--- src/rtl/uart_rx_oversampler.sv ---
// uart_rx_oversampler
//
// Oversampling UART receive front end: synchronises the raw rx pin, validates
// start bits, recovers each frame (LSB first, no parity, one stop bit) by a
// 3-sample majority vote around mid-bit, and flags framing errors and breaks.
//
// Ports
//   clk           system clock
//   reset         asynchronous, active-high reset
//   rx            raw serial input, asynchronous to clk, idle high
//   enable        gates detection of a new start bit only
//   data          last correctly framed payload, held until the next one
//   data_valid    one-cycle pulse, data was just updated
//   frame_error   one-cycle pulse, stop bit voted low with non-zero payload
//   break_detect  one-cycle pulse, whole frame (payload and stop) low
//   busy          high whenever the FSM is not in IDLE
//
// state     | meaning
// ----------+----------------------------------------------------------
// IDLE      | line idle, counters held at 0, waiting for rx_s low
// START     | validating the start bit; a high vote is a glitch
// DATA      | collecting PAYLOAD_BITS votes into the shift register
// STOP      | stop-bit vote decides data_valid / frame_error / break
// WAIT_HIGH | after an error, waiting for the line to return high

module uart_rx_oversampler #(
    parameter int CLOCK_FREQ   = 25000000,
    parameter int BIT_RATE     = 9600,
    parameter int PAYLOAD_BITS = 8,
    parameter int OVERSAMPLE   = 16
) (
    input  logic                    clk,
    input  logic                    reset,
    input  logic                    rx,
    input  logic                    enable,
    output logic [PAYLOAD_BITS-1:0] data,
    output logic                    data_valid,
    output logic                    frame_error,
    output logic                    break_detect,
    output logic                    busy
);

    localparam int DIV_RAW = CLOCK_FREQ / (BIT_RATE * OVERSAMPLE);
    localparam int DIV     = (DIV_RAW < 1) ? 1 : DIV_RAW;
    localparam int CW      = (DIV > 1) ? $clog2(DIV) : 1;
    localparam int SW      = $clog2(OVERSAMPLE);
    localparam int BW      = $clog2(PAYLOAD_BITS + 2);
    localparam int M       = OVERSAMPLE / 2;

    localparam logic [CW-1:0] TICK_LAST = CW'(DIV - 1);
    localparam logic [SW-1:0] S_LAST    = SW'(OVERSAMPLE - 1);
    localparam logic [SW-1:0] S_A       = SW'(M - 1);
    localparam logic [SW-1:0] S_B       = SW'(M);
    localparam logic [SW-1:0] S_VOTE    = SW'(M + 1);
    localparam logic [BW-1:0] B_LAST    = BW'(PAYLOAD_BITS);

    typedef enum logic [2:0] {
        IDLE,
        START,
        DATA,
        STOP,
        WAIT_HIGH
    } state_t;

    state_t state_q, state_d;

    logic                    rx_meta, rx_s;
    logic [CW-1:0]           tick_cnt;
    logic                    tick;
    logic [SW-1:0]           sidx;
    logic [BW-1:0]           bidx;
    logic                    samp_a, samp_b;
    logic                    vote;
    logic                    vote_now;
    logic                    wrap;
    logic [PAYLOAD_BITS-1:0] shreg, shreg_next;
    logic                    dv_d, fe_d, bd_d;

    // Two-flop synchroniser; resets to the idle line level.
    always_ff @(posedge clk or posedge reset) begin
        if (reset) begin
            rx_meta <= 1'b1;
            rx_s    <= 1'b1;
        end else begin
            rx_meta <= rx;
            rx_s    <= rx_meta;
        end
    end

    assign tick     = (state_q != IDLE) && (tick_cnt == TICK_LAST);
    assign vote_now = tick && (sidx == S_VOTE);
    assign wrap     = tick && (sidx == S_LAST);

    // The third vote sample is the live rx_s on the vote tick itself.
    assign vote = (samp_a & samp_b) | (samp_a & rx_s) | (samp_b & rx_s);

    always_ff @(posedge clk or posedge reset) begin
        if (reset) begin
            tick_cnt <= '0;
            sidx     <= '0;
            bidx     <= '0;
        end else if (state_q == IDLE) begin
            tick_cnt <= '0;
            sidx     <= '0;
            bidx     <= '0;
        end else if (tick) begin
            tick_cnt <= '0;
            if (sidx == S_LAST) begin
                sidx <= '0;
                bidx <= bidx + 1'b1;
            end else begin
                sidx <= sidx + 1'b1;
            end
        end else begin
            tick_cnt <= tick_cnt + 1'b1;
        end
    end

    always_ff @(posedge clk or posedge reset) begin
        if (reset) begin
            samp_a <= 1'b1;
            samp_b <= 1'b1;
        end else if (tick) begin
            if (sidx == S_A) samp_a <= rx_s;
            if (sidx == S_B) samp_b <= rx_s;
        end
    end

    // LSB first: each vote enters at the top and moves down, so after
    // PAYLOAD_BITS votes the first received bit sits in bit 0.
    always_comb begin
        shreg_next                   = shreg >> 1;
        shreg_next[PAYLOAD_BITS-1]   = vote;
    end

    always_ff @(posedge clk or posedge reset) begin
        if (reset) begin
            shreg <= '0;
        end else if ((state_q == DATA) && vote_now) begin
            shreg <= shreg_next;
        end
    end

    always_ff @(posedge clk or posedge reset) begin
        if (reset) begin
            state_q <= IDLE;
        end else begin
            state_q <= state_d;
        end
    end

    always_comb begin
        state_d = state_q;
        dv_d    = 1'b0;
        fe_d    = 1'b0;
        bd_d    = 1'b0;
        case (state_q)
            IDLE: begin
                if (enable && !rx_s) state_d = START;
            end
            START: begin
                // A vote of 1 was a glitch; otherwise the wrap ends the start bit.
                if (vote_now && vote) state_d = IDLE;
                else if (wrap)        state_d = DATA;
            end
            DATA: begin
                if (wrap && (bidx == B_LAST)) state_d = STOP;
            end
            STOP: begin
                if (vote_now) begin
                    if (vote) begin
                        dv_d    = 1'b1;
                        state_d = IDLE;
                    end else if (shreg == '0) begin
                        bd_d    = 1'b1;
                        state_d = WAIT_HIGH;
                    end else begin
                        fe_d    = 1'b1;
                        state_d = WAIT_HIGH;
                    end
                end
            end
            WAIT_HIGH: begin
                if (rx_s) state_d = IDLE;
            end
            default: state_d = IDLE;
        endcase
    end

    always_ff @(posedge clk or posedge reset) begin
        if (reset) begin
            data         <= '0;
            data_valid   <= 1'b0;
            frame_error  <= 1'b0;
            break_detect <= 1'b0;
        end else begin
            data_valid   <= dv_d;
            frame_error  <= fe_d;
            break_detect <= bd_d;
            if (dv_d) data <= shreg;
        end
    end

    assign busy = (state_q != IDLE);

endmodule
--- config.mk ---
export PLATFORM = sky130hd
export DESIGN_NAME = uart_rx_oversampler
export DESIGN_NICKNAME = d
export VERILOG_FILES = /design/src/rtl/uart_rx_oversampler.sv
export SDC_FILE = /design/constraint.sdc
export NUM_CORES = 1
export LEC_CHECK = 0
export ABC_CLOCK_PERIOD_IN_PS = 5010
export CAP_MARGIN = 20
export CELL_PAD_IN_SITES_DETAIL_PLACEMENT = 0
export CELL_PAD_IN_SITES_GLOBAL_PLACEMENT = 1
export CORE_ASPECT_RATIO = 0.5
export CORE_MARGIN = 2
export CORE_UTILIZATION = 35
export DETAILED_ROUTE_END_ITERATION = 7
export PLACE_DENSITY = 0.65
export SYNTH_ARGS = -nofsm -noshare
export SYNTH_HDL_FRONTEND = slang
export SYNTH_SLANG_ARGS = --single-unit
--- constraint.sdc ---
create_clock -name clk -period 5.01 [get_ports clk]
set_clock_uncertainty 0.05 [all_clocks]
set_input_delay 0.501 -clock clk [delete_from_list [all_inputs] [get_ports clk]]
set_output_delay 0.501 -clock clk [all_outputs]
set_load 0.1 [all_outputs]
# [Word-level counts from Yosys, hierarchy flattened]
# Cells that the tools add are included.
[totals] wordCells=80 inputBits=4 out_inout_bits=12 ff_bits=42
[op_classes] addsub=3 bitwise=5 eq_ne=15 n_reduce_logical=17 n_mux=27
[ops] op="4-bit 2-to-1 mux" n=6
[ops] op="3-bit 2-to-1 mux" n=7
[ops] op="4-bit equality test, second input constant" n=4
[ops] op="8-bit 2-to-1 mux" n=2
[ops] op="3-bit one-hot mux with 5 select lines" n=1
[ops] op="1-bit 2-to-1 mux" n=11
[ops] op="4-bit by 1-bit adder with 4-bit output, second input constant" n=2
[ops] op="8-bit by 1-bit adder with 8-bit output, second input constant" n=1
[ops] op="8-bit equality test, second input constant" n=1
[ops] op="8-bit zero test" n=1
[ops] op="1-bit logical AND" n=7
[ops] op="3-bit by 2-bit equality test with 1-bit output, second input constant" n=2
[ops] op="2-bit AND reduction" n=3
[ops] op="5-bit AND reduction" n=1
[ops] op="4-bit by 3-bit equality test with 1-bit output, second input constant" n=1
[ops] op="2-bit by 1-bit != test with 1-bit output, second input constant" n=2
[ops] op="2-bit != test, second input constant" n=2
[ops] op="2-bit nonzero test" n=2
[ops] op="1-bit bitwise AND" n=3
[ops] op="3-bit by 1-bit equality test with 1-bit output, second input constant" n=1
[ops] op="3-bit equality test, second input constant" n=1
[ops] op="3-bit zero test" n=1
[ops] op="3-bit != test, second input constant" n=1
[ops] op="3-bit nonzero test" n=1
[ops] op="other kinds (2)" n=3

# [Longest topological paths before layout]
# Gate-level depths: netlist (run 1).
[depth] word_depth=6 depth_mapped=7 depth_no_buf=6

# [Worst setup path after synthesis (run 1)]
# Ideal clock, no wire load.
[synth_timing] kind="flip-flop to flip-flop" start="reg state_q[1]" end="reg tick_cnt[2]" arrival_time_ps=1743 setup_slack_ps=3091 stages_incl_launch_ff=6 path_buffers=1 t_required_ps=4833 synth_period_minus_slack_ps=1919 cell_sequence="dfrtp_1 > clkbuf_1 > nor3_1 > inv_1 > nand2_1 > nor2_1"
[synth_between] elab_chain_cells=4 elab_cells_between_ends=5 cone_classes="mux: 2; reduce/logical: 3"
[synth_lines] item="start, declared" line_no="65" source="state_t state_q, state_d;"
[synth_lines] item="start signal, assigned" line_no="148" source="state_q <= state_d;"
[synth_lines] item="3-bit nonzero test"
[synth_lines] item="named net busy" line_no="40" source="output logic busy"
[synth_lines] item="1-bit logical AND" line_no="90" source="assign tick = (state_q != IDLE) && (tick_cnt == TICK_LAST);"
[synth_lines] item="8-bit 2-to-1 mux" line_no="106" source="end else if (tick) begin"
[synth_lines] item="8-bit 2-to-1 mux" line_no="102" source="end else if (state_q == IDLE) begin"
[synth_lines] item="end signal, assigned" line_no="115" source="tick_cnt <= tick_cnt + 1'b1;"
[synth_lines] item="end, declared" line_no="68" source="logic [CW-1:0] tick_cnt;"
# The timed path passes the listed nets, and every way through them passes these cells.
# A chain may end at the register's enable or synchronous reset.

# [Final worst setup path (run 1)]
[layout_timing] start="reg state_q[1]" end="out busy"
[layout_between] elab_chain_cells=1
[layout_lines] item="3-bit nonzero test" line_no="204" source="assign busy = (state_q != IDLE);"
[layout_lines] item="end, declared" line_no="40"
# Every way passes these cells.

==> results.md, run 1 <==
- Outcome: finished, final reports clean
- Layout cells sized above 1: 0.189
- Worst rel slew slack: 0.348
- Total CTS buffers: 5
- Chip height: 56.7 um
- Fin crit share: 0.570
- Area Overhead vs Synth: 18.1%
- Port Buffers: 15
- Clock period minus worst slack: 2.85 ns
- Int Power: 492 uW
- Vias per std cell: 4.97
- Num ports: 16
- WL/cell: 13.1 um
- Clock power share: 0.430
- Critical Path Sink Type: output port
- Drt total wl: 3.43 mm
- Hold Fails Final Rpt: 0
- Yosys cell types: 35
- Maximum Capacitance Violations: 0
- DR vias: 1306
- Fill cells: 535
- Vias in the first global route: 1269
- Sequential power share: 0.554
- Die Area: 6200 um^2
- Worst hold path type: reg -> reg
- Post-CTS setup buffer count: 0
- Antenna viol nets, final: 0
- Setup ws final: 2.16 ns
- Yosys warnings: 0
- All-Layer GR Usage: 0.129
- Critical Path, Cell by Cell: nor3_1 -> buf_4 -> inv_1 -> clkdlybuf4s50_1
- # rows: 19
- Gr ovfl total: 0
- Synthesized cell area: 1940 um^2
- CP max FO: 14
- Comb pwr share: 0.016
- Max VDD drop: 0.000107 V
- Worst-path clk slew: 0.08 ns
- Post-CTS Resized: 0
- Switch share: 0.201
- Initial antenna violation count: 0
- Switching Power: 124 uW
- Skew-Pair Late Insertion Delay: 0.29 ns
- Fin. max-slew vios: 0
- Min-Delay Path Depth: 0
- Cell total after placement: 255
- CP max stage cell: clkdlybuf4s50_1
- Slew @ Worst Pin: 0.975 ns
- Detailed Routing Iterations Pass 1: 4
- Setup-failing EPs final: 0
- R2R depth: 6
- H-tree lvl count: 2
- Dpl ws: 2.47 ns
- Die X: 109 um
- Detail Placement HPWL: 2.44 mm
- CTS root buf: clkbuf_8
- P_leak: 1.02 nW
- Initial core utilization: 0.359
- Clock Sinks: 42
- Post-route non-filler standard cell count: 263
- Fmax: 0.350 GHz
- Setup TNS: 0 ns
- CORE AREA: 5420 um^2
- Synthesized Nets: 179
- Avg Cell Area, Syn: 11.6 um^2
- DR iter-0 viols: 44
- Final #Nets: 200
- CP Launch Type: register
- RD Place Congestion: 0.735
- Drt drc: 0
- Area of the multi-input gates: 840 um^2
- Slowest stage delay, CP: 1.14 ns
- RSZ-0062 raised after global routing: no
- Largest net degree at the start of global routing: 43
- Worst Path Required: 4.46 ns
- First-pass GRT wire length: 6.14 mm
- Arrival time worst endpoint: 2.30 ns
- Inserted Diodes: 0
- Seq/Total Area, Yosys: 0.543
- #FFs+latches synth: 42
- Power Dens Cells: 268 nW/um^2
- Worst setup path category: reg -> out
- CTS tree: done
- Hold_buf cts: 0
- FF/Latch Area: 1060 um^2
- Mapped Cells: 168
- Clock buffer depth: 2
[through the flow]
step	hold slack [ns]	power [mW]	util	instance area, um^2
after global routing	0.321	0.644	0.424	2300
after detailed placement	0.298	0.358	0.403	2190
after floorplan	0.295	0.353	-	1940
after global placement	0.295	0.358	0.403	2190
final	0.312	0.616	0.424	2300
after CTS	0.314	0.624	0.424	2300
[cell type report]
type,instances,share of cell area
flip-flops and latches,42,0.460
multi-input cells,114,0.366
repair buffers,17,0.0719
well taps,73,0.0398
clock buffers,6,0.0316
clock inverters,2,0.0163
inverters,9,0.0147
[placed cells by master (no fill, tap or decap), types with 2 or more instances in the layout]
cell type	instances
mux2_2	18
xor2_1	7
nor2_1	17
clkbuf_8	5
and3_1	5
nand3_1	11
dfstp_2	4
nor3_1	2
ha_1	7
nand4b_1	2
nand3b_1	3
nand2_1	7
xnor2_1	3
a21oi_1	6
or3_1	2
clkdlybuf4s50_1	15
nand4_1	3
nor4_1	4
buf_4	2
o21ai_0	3
inv_1	9
dfrtp_1	38
[cells in the mapped netlist, drive strengths merged]
library cell   n  area [um^2]
dfstp          4          105
nor2          17         63.8
or3b           1         8.76
dfrtp         38          951
mux2i          1         10.0
nand4b         2         17.5
nand2          8         32.5
and3           5         31.3
o41ai          1         8.76
nand4          3         18.8
nor3           4         36.3
a211oi         1         7.51
clkbuf         2         7.51
or4            1         7.51
a41oi          1         8.76
o21ai          3         15.0
buf            1         7.51
a21oi          6         30.0
xnor2          3         26.3
nand3b         3         22.5
o2111a         1         11.3
inv            9         33.8
nand3         12         65.1
or3            2         12.5
mux2          18          203
ha             7         87.6
nor4           4         25.0
and4b          1         10.0
maj3           1         10.0
and3b          1         8.76
xor2           7         61.3
[per-layer routing]
metal,wire (um),track usage,share of wire,vias up
met3,127,0.0383,0.037,5
li1,-,-,-,638
met2,1520,0.198,0.44,23
met5,0,0,0,-
met1,1740,0.172,0.51,640
met4,44,0.0488,0.013,0
[critical path, delay by kind of cell, from the launching register on]
family                 cells  cell delay [ns]
DFF                        1             0.47
buffers and inverters      3             1.44
and+or+nand+nor            1             0.09
[power groups by stage]
| stage | Clock [mW] | Sequential (mW) | Combinational [mW] |
|---|---|---|---|
| floorplan | 0 | 0.347 | 0.00542 |
| global placement | 0 | 0.348 | 0.0103 |
| detailed placement | 0 | 0.348 | 0.0105 |
| CTS | 0.272 | 0.341 | 0.0105 |
| global route | 0.292 | 0.341 | 0.0117 |
| finish | 0.265 | 0.341 | 0.00968 |
[final timing paths]
check	startpoint	end	slack, ns
worst max-delay path	state_q[1]$_DFFE_PP0P_	busy	2.16
worst min-delay path	rx_meta$_DFF_PP1_	rx_s$_DFF_PP1_	0.31
worst max register to register	tick_cnt[1]$_DFF_PP0_	data[5]$_DFFE_PP0P_	2.80
worst min register to register	rx_meta$_DFF_PP1_	rx_s$_DFF_PP1_	0.31
max in group asynchronous	reset	rx_s$_DFF_PP1_	3.96
min in group asynchronous	reset	sidx[0]$_DFFE_PP0P_	0.58
[logic make-up (layout without fill, tap and decap cells)]
kind of cell	after synthesis	count (layout)	share of synthesized area
AND/OR/NAND/NOR	64	64	0.185
flip-flops	42	42	0.543
multiplexers	19	19	0.109
AO/OA/AOI/OAI	13	13	0.0418
buffers and inverters	12	34	0.0251
XOR/XNOR	10	10	0.0450
adder cells (fa/ha/maj)	8	8	0.0502
[registers in the layout, summed over array words and instances (netlist names)]
name	count
data	8
shreg	8
tick_cnt	8
bidx	4
sidx	4
state_q	3
break_detect	1
data_valid	1
frame_error	1
rx_meta	1
rx_s	1
samp_a	1
samp_b	1
No activity file was read; power rests on OpenSTA's default activity.
==> run 2: changes to the inputs <==
--- a/config.mk
+++ b/config.mk
@@ -5,7 +5,7 @@
 export SDC_FILE = /design/constraint.sdc
 export NUM_CORES = 1
 export LEC_CHECK = 0
-export ABC_CLOCK_PERIOD_IN_PS = 5010
+export ABC_CLOCK_PERIOD_IN_PS = 2500
 export CAP_MARGIN = 20
 export CELL_PAD_IN_SITES_DETAIL_PLACEMENT = 0
 export CELL_PAD_IN_SITES_GLOBAL_PLACEMENT = 1
@@ -13,7 +13,7 @@
 export CORE_MARGIN = 2
 export CORE_UTILIZATION = 35
 export DETAILED_ROUTE_END_ITERATION = 7
-export PLACE_DENSITY = 0.65
+export PLACE_DENSITY = 0.68
 export SYNTH_ARGS = -nofsm -noshare
 export SYNTH_HDL_FRONTEND = slang
 export SYNTH_SLANG_ARGS = --single-unit
==> constraint.sdc (replaced) <==
create_clock -name clk -period 2.5 [get_ports clk]
set_clock_uncertainty 0.05 [all_clocks]
set_input_delay 0.25 -clock clk [delete_from_list [all_inputs] [get_ports clk]]
set_output_delay 0.25 -clock clk [all_outputs]
set_load 0.1 [all_outputs]
==> run 2 against run 1 <==
Utilization is 0.32 points lower; highest routed layer unchanged; largest power group unchanged; largest cell class unchanged; final area decreased by 0.76%; critical path depth grew 2; sequential power rose by 100%.
==> results.md, run 2 (synthesized netlist as in run 1, its figures left out) <==
- Maximum Capacitance Violations: 0 (unchanged)
- Most frequent cells in the layout: 38 x dfrtp_1, 18 x mux2_2, 17 x nor2_1, 13 x buf_4, 11 x nand3_1 (was 38 x dfrtp_1, 18 x mux2_2, 17 x nor2_1, 15 x clkdlybuf4s50_1, 11 x nand3_1)
- All-Layer GR Usage: 0.128 (was 0.129)
- DR vias: 1300 (was 1306)
- R2r setup slk: 0.29 ns (was 2.80 ns)
- Drt total wl: 3.49 mm (was 3.43 mm)
- Post-route non-filler standard cell count: 263 (unchanged)
- Post-CTS Resized: 0 (unchanged)
- P_leak: 1.05 nW (was 1.02 nW)
- Overall Power: 1.23 mW (was 616 uW)
- Initial core utilization: 0.359 (unchanged)
- Fmax: 0.452 GHz
- Max VDD drop: 0.000195 V (was 0.000107 V)
- Drt drc: 0 (unchanged)
- CTS root buf: clkbuf_8 (unchanged)
- Area of the multi-input gates: 840 um^2 (unchanged)
- Inserted Diodes: 0 (unchanged)
- Post-CTS setup buffer count: 0 (unchanged)
- Skew-Pair Late Insertion Delay: 0.29 ns (about the same)
- Die X: 109 um (unchanged)
- Metal-1 WL: 1.68 mm (was 1.74 mm)
- Total CTS buffers: 5 (unchanged)
- Fin. max-slew vios: 0 (unchanged)
- RD Place Congestion: 0.787 (was 0.735)
- WL/cell: 13.3 um (was 13.1 um)
- Cell total after placement: 255 (unchanged)
- Worst hold path type: in -> reg (was reg -> reg)
- R2R Path Start: tick_cnt[1]$_DFF_PP0_ (unchanged)
- Worst setup path category: reg -> reg (was reg -> out)
- Setup TNS: 0 ns (unchanged)
- Uppermost layer routed: met4 (unchanged)
- Vias in the first global route: 1309 (was 1269)
- Hold_buf cts: 0 (unchanged)
- Port Buffers: 15 (unchanged)
- CORE AREA: 5420 um^2 (unchanged)
- Hold Fails Final Rpt: 0 (unchanged)
- CP max FO: 8 (was 14)
- Vias per std cell: 4.94 (was 4.97)
- Outcome: finished, final reports clean (unchanged)
- Chip height: 56.7 um (unchanged)
- WL met3: 123 um (was 127 um)
- Initial antenna violation count: 0 (unchanged)
- CTS tree: done (unchanged)
- Worst-path clk slew: 0.08 ns (about the same)
- CP bufs+invs: 1 (was 3)
- FF/Latch Area: 1060 um^2 (unchanged)
- Worst Path Required: 2.63 ns (was 4.46 ns)
- CP top delay family: simple AND/OR/NAND/NOR gates (was buffers and inverters)
- Fill cells: 512 (was 535)
- R2R depth: 6 (unchanged)
- Dpl ws: 0.319 ns (was 2.47 ns)
- CP max stage cell: nand3b_1 (was clkdlybuf4s50_1)
- Antenna viol nets, final: 0 (unchanged)
- FF-to-FF End: data[5]$_DFFE_PP0P_ (unchanged)
- Worst rel slew slack: 0.652 (was 0.348)
- Critical Path Sink Type: register (was output port)
- First-pass GRT wire length: 6.02 mm (was 6.14 mm)
- Most common cell after layout, fill and taps aside: dfrtp_1 (unchanged)
- DR iter-0 viols: 68 (was 44)
- Gr ovfl total: 0 (unchanged)
- Power Dens Cells: 542 nW/um^2 (was 268 nW/um^2)
- Clock period minus worst slack: 2.21 ns
- Layout cells sized above 1: 0.253 (was 0.189)
- Setup-failing EPs final: 0 (unchanged)
- H-tree lvl count: 2 (unchanged)
- Arrival time worst endpoint: 2.34 ns (was 2.30 ns)
- Area Overhead vs Synth: 17.2% (was 18.1%)
- Metal2 WL: 1.66 mm (was 1.52 mm)
- Largest registers: data x8, shreg x8, tick_cnt x8 (unchanged)
- Fin crit share: 0.884
- RSZ-0062 raised after global routing: no (unchanged)
- # rows: 19 (unchanged)
- Slowest stage delay, CP: 0.44 ns (was 1.14 ns)
- Slew @ Worst Pin: 0.521 ns (was 0.975 ns)
- Detailed Routing Iterations Pass 1: 4 (unchanged)
- Hold-critical path endpoint: rx_meta$_DFF_PP1_ (was rx_s$_DFF_PP1_)
- Critical Path, Cell by Cell: inv_1 -> ha_1 -> and4b_1 -> nand3_2 -> nand3b_1 -> mux2_2 (was nor3_1 -> buf_4 -> inv_1 -> clkdlybuf4s50_1)
- Clock Sinks: 42 (unchanged)
- CP Launch Type: register (unchanged)
- Largest net degree at the start of global routing: 43 (unchanged)
- Worst min-delay path startpoint: rx (was rx_meta$_DFF_PP1_)
- Detail Placement HPWL: 2.46 mm (was 2.44 mm)
- Min-Delay Path Depth: 1 (was 0)
- Die Area: 6200 um^2 (unchanged)
- Final #Nets: 200 (unchanged)
- Setup ws final: 0.289 ns (was 2.16 ns)
- Num ports: 16 (unchanged)
- Clock buffer depth: 2 (unchanged)
## run 2: changes by cell type in the layout (fill, tap and decap cells not counted)
cell | previous run | this run
clkdlybuf4s50_1 | 15 | 3
buf_4 | 2 | 13
buf_12 | 0 | 1
## run 2: cell type report
cell class	instances	area share
Clock buffer	6	0.0319
Clock inverter	2	0.0165
Inverter	9	0.0148
Multi-Input combinational cell	114	0.368
Sequential cell	42	0.463
Tap cell	73	0.0401
Timing Repair Buffer	17	0.0648
## run 2: layer usage
layer | track usage | vias to the layer above
li1 | - | 632
met1 | 0.163 | 647
met2 | 0.201 | 17
met3 | 0.0430 | 4
met4 | 0.0506 | 0
met5 | 0 | -
## run 2: per-stage QoR
stage	util	hold WS, ns	area [um^2]
after floorplan	-	0.204	1940
after global placement	0.400	0.296	2170
after detailed placement	0.400	0.297	2170
after CTS	0.420	0.301	2280
after global routing	0.420	0.300	2280
final	0.420	0.311	2280
## run 2: power by group
| part | switching (mW) | internal [mW] |
|---|---|---|
| clock network | 0.233 | 0.298 |
| logic | 0.0137 | 0.00563 |
| registers | 0.00162 | 0.682 |
## run 2: how the worst max path moves through the flow
stage / startpoint / end / slack (ns) / cells after the start
after floorplan: state_q[1]$_DFFE_PP0P_ / tick_cnt[2]$_DFF_PP0_ / 0.58 / 5
after global placement: tick_cnt[1]$_DFF_PP0_ / data[5]$_DFFE_PP0P_ / 0.36 / 6
after detailed placement: tick_cnt[1]$_DFF_PP0_ / data[0]$_DFFE_PP0P_ / 0.32 / 6
after CTS: tick_cnt[1]$_DFF_PP0_ / data[5]$_DFFE_PP0P_ / 0.31 / 6
after global routing: tick_cnt[1]$_DFF_PP0_ / data[5]$_DFFE_PP0P_ / 0.10 / 6
final: tick_cnt[1]$_DFF_PP0_ / data[5]$_DFFE_PP0P_ / 0.29 / 6
==> run 3: changes to the inputs <==
--- a/config.mk
+++ b/config.mk
@@ -5,12 +5,12 @@
 export SDC_FILE = /design/constraint.sdc
 export NUM_CORES = 1
 export LEC_CHECK = 0
-export ABC_CLOCK_PERIOD_IN_PS = 2500
+export ABC_CLOCK_PERIOD_IN_PS = 1900
 export CAP_MARGIN = 20
 export CELL_PAD_IN_SITES_DETAIL_PLACEMENT = 0
 export CELL_PAD_IN_SITES_GLOBAL_PLACEMENT = 1
 export CORE_ASPECT_RATIO = 0.5
-export CORE_MARGIN = 2
+export CORE_MARGIN = 4
 export CORE_UTILIZATION = 35
 export DETAILED_ROUTE_END_ITERATION = 7
 export PLACE_DENSITY = 0.68
==> constraint.sdc (replaced) <==
create_clock -name clk -period 1.9 [get_ports clk]
set_clock_uncertainty 0.05 [all_clocks]
set_input_delay 0.19 -clock clk [delete_from_list [all_inputs] [get_ports clk]]
set_output_delay 0.19 -clock clk [all_outputs]
set_load 0.1 [all_outputs]
==> run 3 against run 2 <==
Sequential power grew 32%; count of clock-buffer cells in the layout stayed put; first-iteration DRC count is 60% lower; hold slack worse by 0.13 ns; routed wire length up 7.1%; largest cell class unchanged.
==> results.md, run 3 (synthesized netlist as in run 1, its figures left out) <==
- Outcome: finished, final reports clean (unchanged)
- Initial core utilization: 0.379 (was 0.359)
- Dpl cell area: 2230 um^2 (was 2170 um^2)
- DR vias: 1329 (was 1300)
- FF/Latch Area: 1060 um^2 (unchanged)
- Detail Placement HPWL: 2.67 mm (was 2.46 mm)
- Vias per std cell: 4.89 (was 4.94)
- Layout cells sized above 1: 0.337 (was 0.253)
- Final #Nets: 212 (was 200)
- Cell total after placement: 259 (was 255)
- RSZ-0062 raised after global routing: yes (was no)
- Clock period minus worst slack: 1.83 ns (was 2.21 ns)
- R2R Path Start: tick_cnt[1]$_DFF_PP0_ (unchanged)
- Die X: 113 um (was 109 um)
- Most frequent cells in the layout: 38 x dfrtp_1, 22 x buf_4, 18 x mux2_2, 17 x nor2_1, 11 x nand3_1 (was 38 x dfrtp_1, 18 x mux2_2, 17 x nor2_1, 13 x buf_4, 11 x nand3_1)
- CP bufs+invs: 2 (was 1)
- CP max FO: 8 (unchanged)
- Slew @ Worst Pin: 0.517 ns (was 0.521 ns)
- Port Buffers: 15 (unchanged)
- Drt drc: 0 (unchanged)
- Inserted Diodes: 0 (unchanged)
- P_leak: 1.13 nW (was 1.05 nW)
- H-tree lvl count: 2 (unchanged)
- Fin area: 2420 um^2 (was 2280 um^2)
- Max VDD drop: 0.000250 V (was 0.000195 V)
- Fin. max-slew vios: 0 (unchanged)
- Detailed Routing Iterations Pass 1: 3 (was 4)
- Fill cells: 508 (was 512)
- R2R depth: 7 (was 6)
- Largest net degree at the start of global routing: 24 (was 43)
- DR iter-0 viols: 27 (was 68)
- R2r setup slk: 0.07 ns (was 0.29 ns)
- Critical Path Sink Type: register (unchanged)
- Drt total wl: 3.74 mm (was 3.49 mm)
- First-pass GRT wire length: 6.50 mm (was 6.02 mm)
- Num ports: 16 (unchanged)
- Maximum Capacitance Violations: 0 (unchanged)
- Total CTS buffers: 5 (unchanged)
- RD Place Congestion: 0.721 (was 0.787)
- Hold_buf cts: 0 (unchanged)
- Fmax: 0.548 GHz (was 0.452 GHz)
- CP startpoint: tick_cnt[1]$_DFF_PP0_ (unchanged)
- Slowest stage delay, CP: 0.39 ns (was 0.44 ns)
- Area of the multi-input gates: 895 um^2 (was 840 um^2)
- Worst-path clk slew: 0.08 ns (about the same)
- Chip height: 60.7 um (was 56.7 um)
- Vias in the first global route: 1356 (was 1309)
- CP top delay family: simple AND/OR/NAND/NOR gates (unchanged)
- CTS root buf: clkbuf_8 (unchanged)
- Comb pwr share: 0.021 (was 0.016)
- Overall Power: 1.50 mW (was 1.23 mW)
- Power Dens Cells: 619 nW/um^2 (was 542 nW/um^2)
- Worst hold path type: in -> async (was in -> reg)
- Switching Power: 328 uW (was 249 uW)
- All-Layer GR Usage: 0.122 (was 0.128)
- Fin crit share: 0.961 (was 0.884)
- FF-to-FF End: data[5]$_DFFE_PP0P_ (unchanged)
- CP Launch Type: register (unchanged)
- Worst setup path category: reg -> reg (unchanged)
- Gr ovfl total: 0 (unchanged)
- Antenna viol nets, final: 0 (unchanged)
- Largest registers: data x8, shreg x8, tick_cnt x8 (unchanged)
- WL/cell: 13.7 um (was 13.3 um)
- Clock buffer depth: 2 (unchanged)
- Worst rel slew slack: 0.655 (was 0.652)
- Switch share: 0.219 (was 0.202)
- Critical Path, Cell by Cell: inv_1 -> ha_2 -> and4b_2 -> nand3_4 -> nand3b_1 -> buf_6 -> mux2_2 (was inv_1 -> ha_1 -> and4b_1 -> nand3_2 -> nand3b_1 -> mux2_2)
- CTS tree: done (unchanged)
- Initial antenna violation count: 0 (unchanged)
- # rows: 18 (was 19)
- Worst Path Required: 2.03 ns (was 2.63 ns)
- Area Overhead vs Synth: 24.3% (was 17.2%)
- Most common cell after layout, fill and taps aside: dfrtp_1 (unchanged)
- Die Area: 6880 um^2 (was 6200 um^2)
- Hold Fails Final Rpt: 0 (unchanged)
- Arrival time worst endpoint: 1.95 ns (was 2.34 ns)
- Setup-failing EPs final: 0 (unchanged)
- Clock power share: 0.378 (was 0.431)
- Skew-Pair Late Insertion Delay: 0.29 ns (about the same)
- Int Power: 1.17 mW (was 985 uW)
- Final Util: 0.471 (was 0.420)
- Post-route non-filler standard cell count: 272 (was 263)
- Clock Sinks: 42 (unchanged)
- CP max stage cell: dfrtp_1 (was nand3b_1)
- Sequential power share: 0.601 (was 0.554)
- CORE AREA: 5130 um^2 (was 5420 um^2)
run 3: stage by stage:
| step | hold WS (ns) | TNS (ns) | worst slack [ns] |
|---|---|---|---|
| 2_1_floorplan | 0.144 | 0 | 0.0652 |
| 3_3_place_gp | 0.297 | 0 | 0.0516 |
| 3_5_place_dp | 0.297 | 0 | 0.0320 |
| 4_1_cts | 0.184 | 0 | 0.0319 |
| 5_1_grt | 0.213 | -0.0391 | -0.0171 |
| 6_report | 0.177 | 0 | 0.0749 |
run 3: repair_timing:
item | in CTS | in global routing
endpoints found under the hold margin | 0 | 0
gates resized for setup | 2 | 11
endpoints found under the setup margin | 1 | 14
pin swaps | 0 | 4
setup buffers | 0 | 5
run 3: per-layer routing:
layer / global-route usage / up-vias / wire length [um]
met1: 0.158 / 659 / 1840
met5: 0 / - / 0
li1: - / 656 / -
met3: 0.0369 / 2 / 109
met2: 0.202 / 12 / 1760
met4: 0.0342 / 0 / 27
run 3: worst max path at each step:
stage                             end  slack (ns)  cells after the start
6_report          data[5]$_DFFE_PP0P_        0.07                      7
5_1_grt           sidx[3]$_DFFE_PP0P_       -0.02                      7
4_1_cts           sidx[3]$_DFFE_PP0P_        0.03                      7
3_5_place_dp      sidx[3]$_DFFE_PP0P_        0.03                      7
3_3_place_gp   state_q[0]$_DFFE_PP0P_        0.05                      6
2_1_floorplan     data[0]$_DFFE_PP0P_        0.07                      6
run 3: cell type report:
cell class / count / share of cell area
Sequential cell: 42 / 0.437
Multi-Input combinational cell: 114 / 0.370
Timing Repair Buffer: 29 / 0.107
Tap cell: 70 / 0.0363
Clock buffer: 6 / 0.0300
Inverter: 9 / 0.0140
Clock inverter: 2 / 0.00570
run 3: power by group through the flow:
stage	Sequential, mW	Combinational [mW]	Clock (mW)
floorplan	0.916	0.0143	0
finish	0.899	0.0312	0.566
global placement	0.917	0.0320	0
CTS	0.899	0.0328	0.591
detailed placement	0.917	0.0327	0
global route	0.900	0.0364	0.636
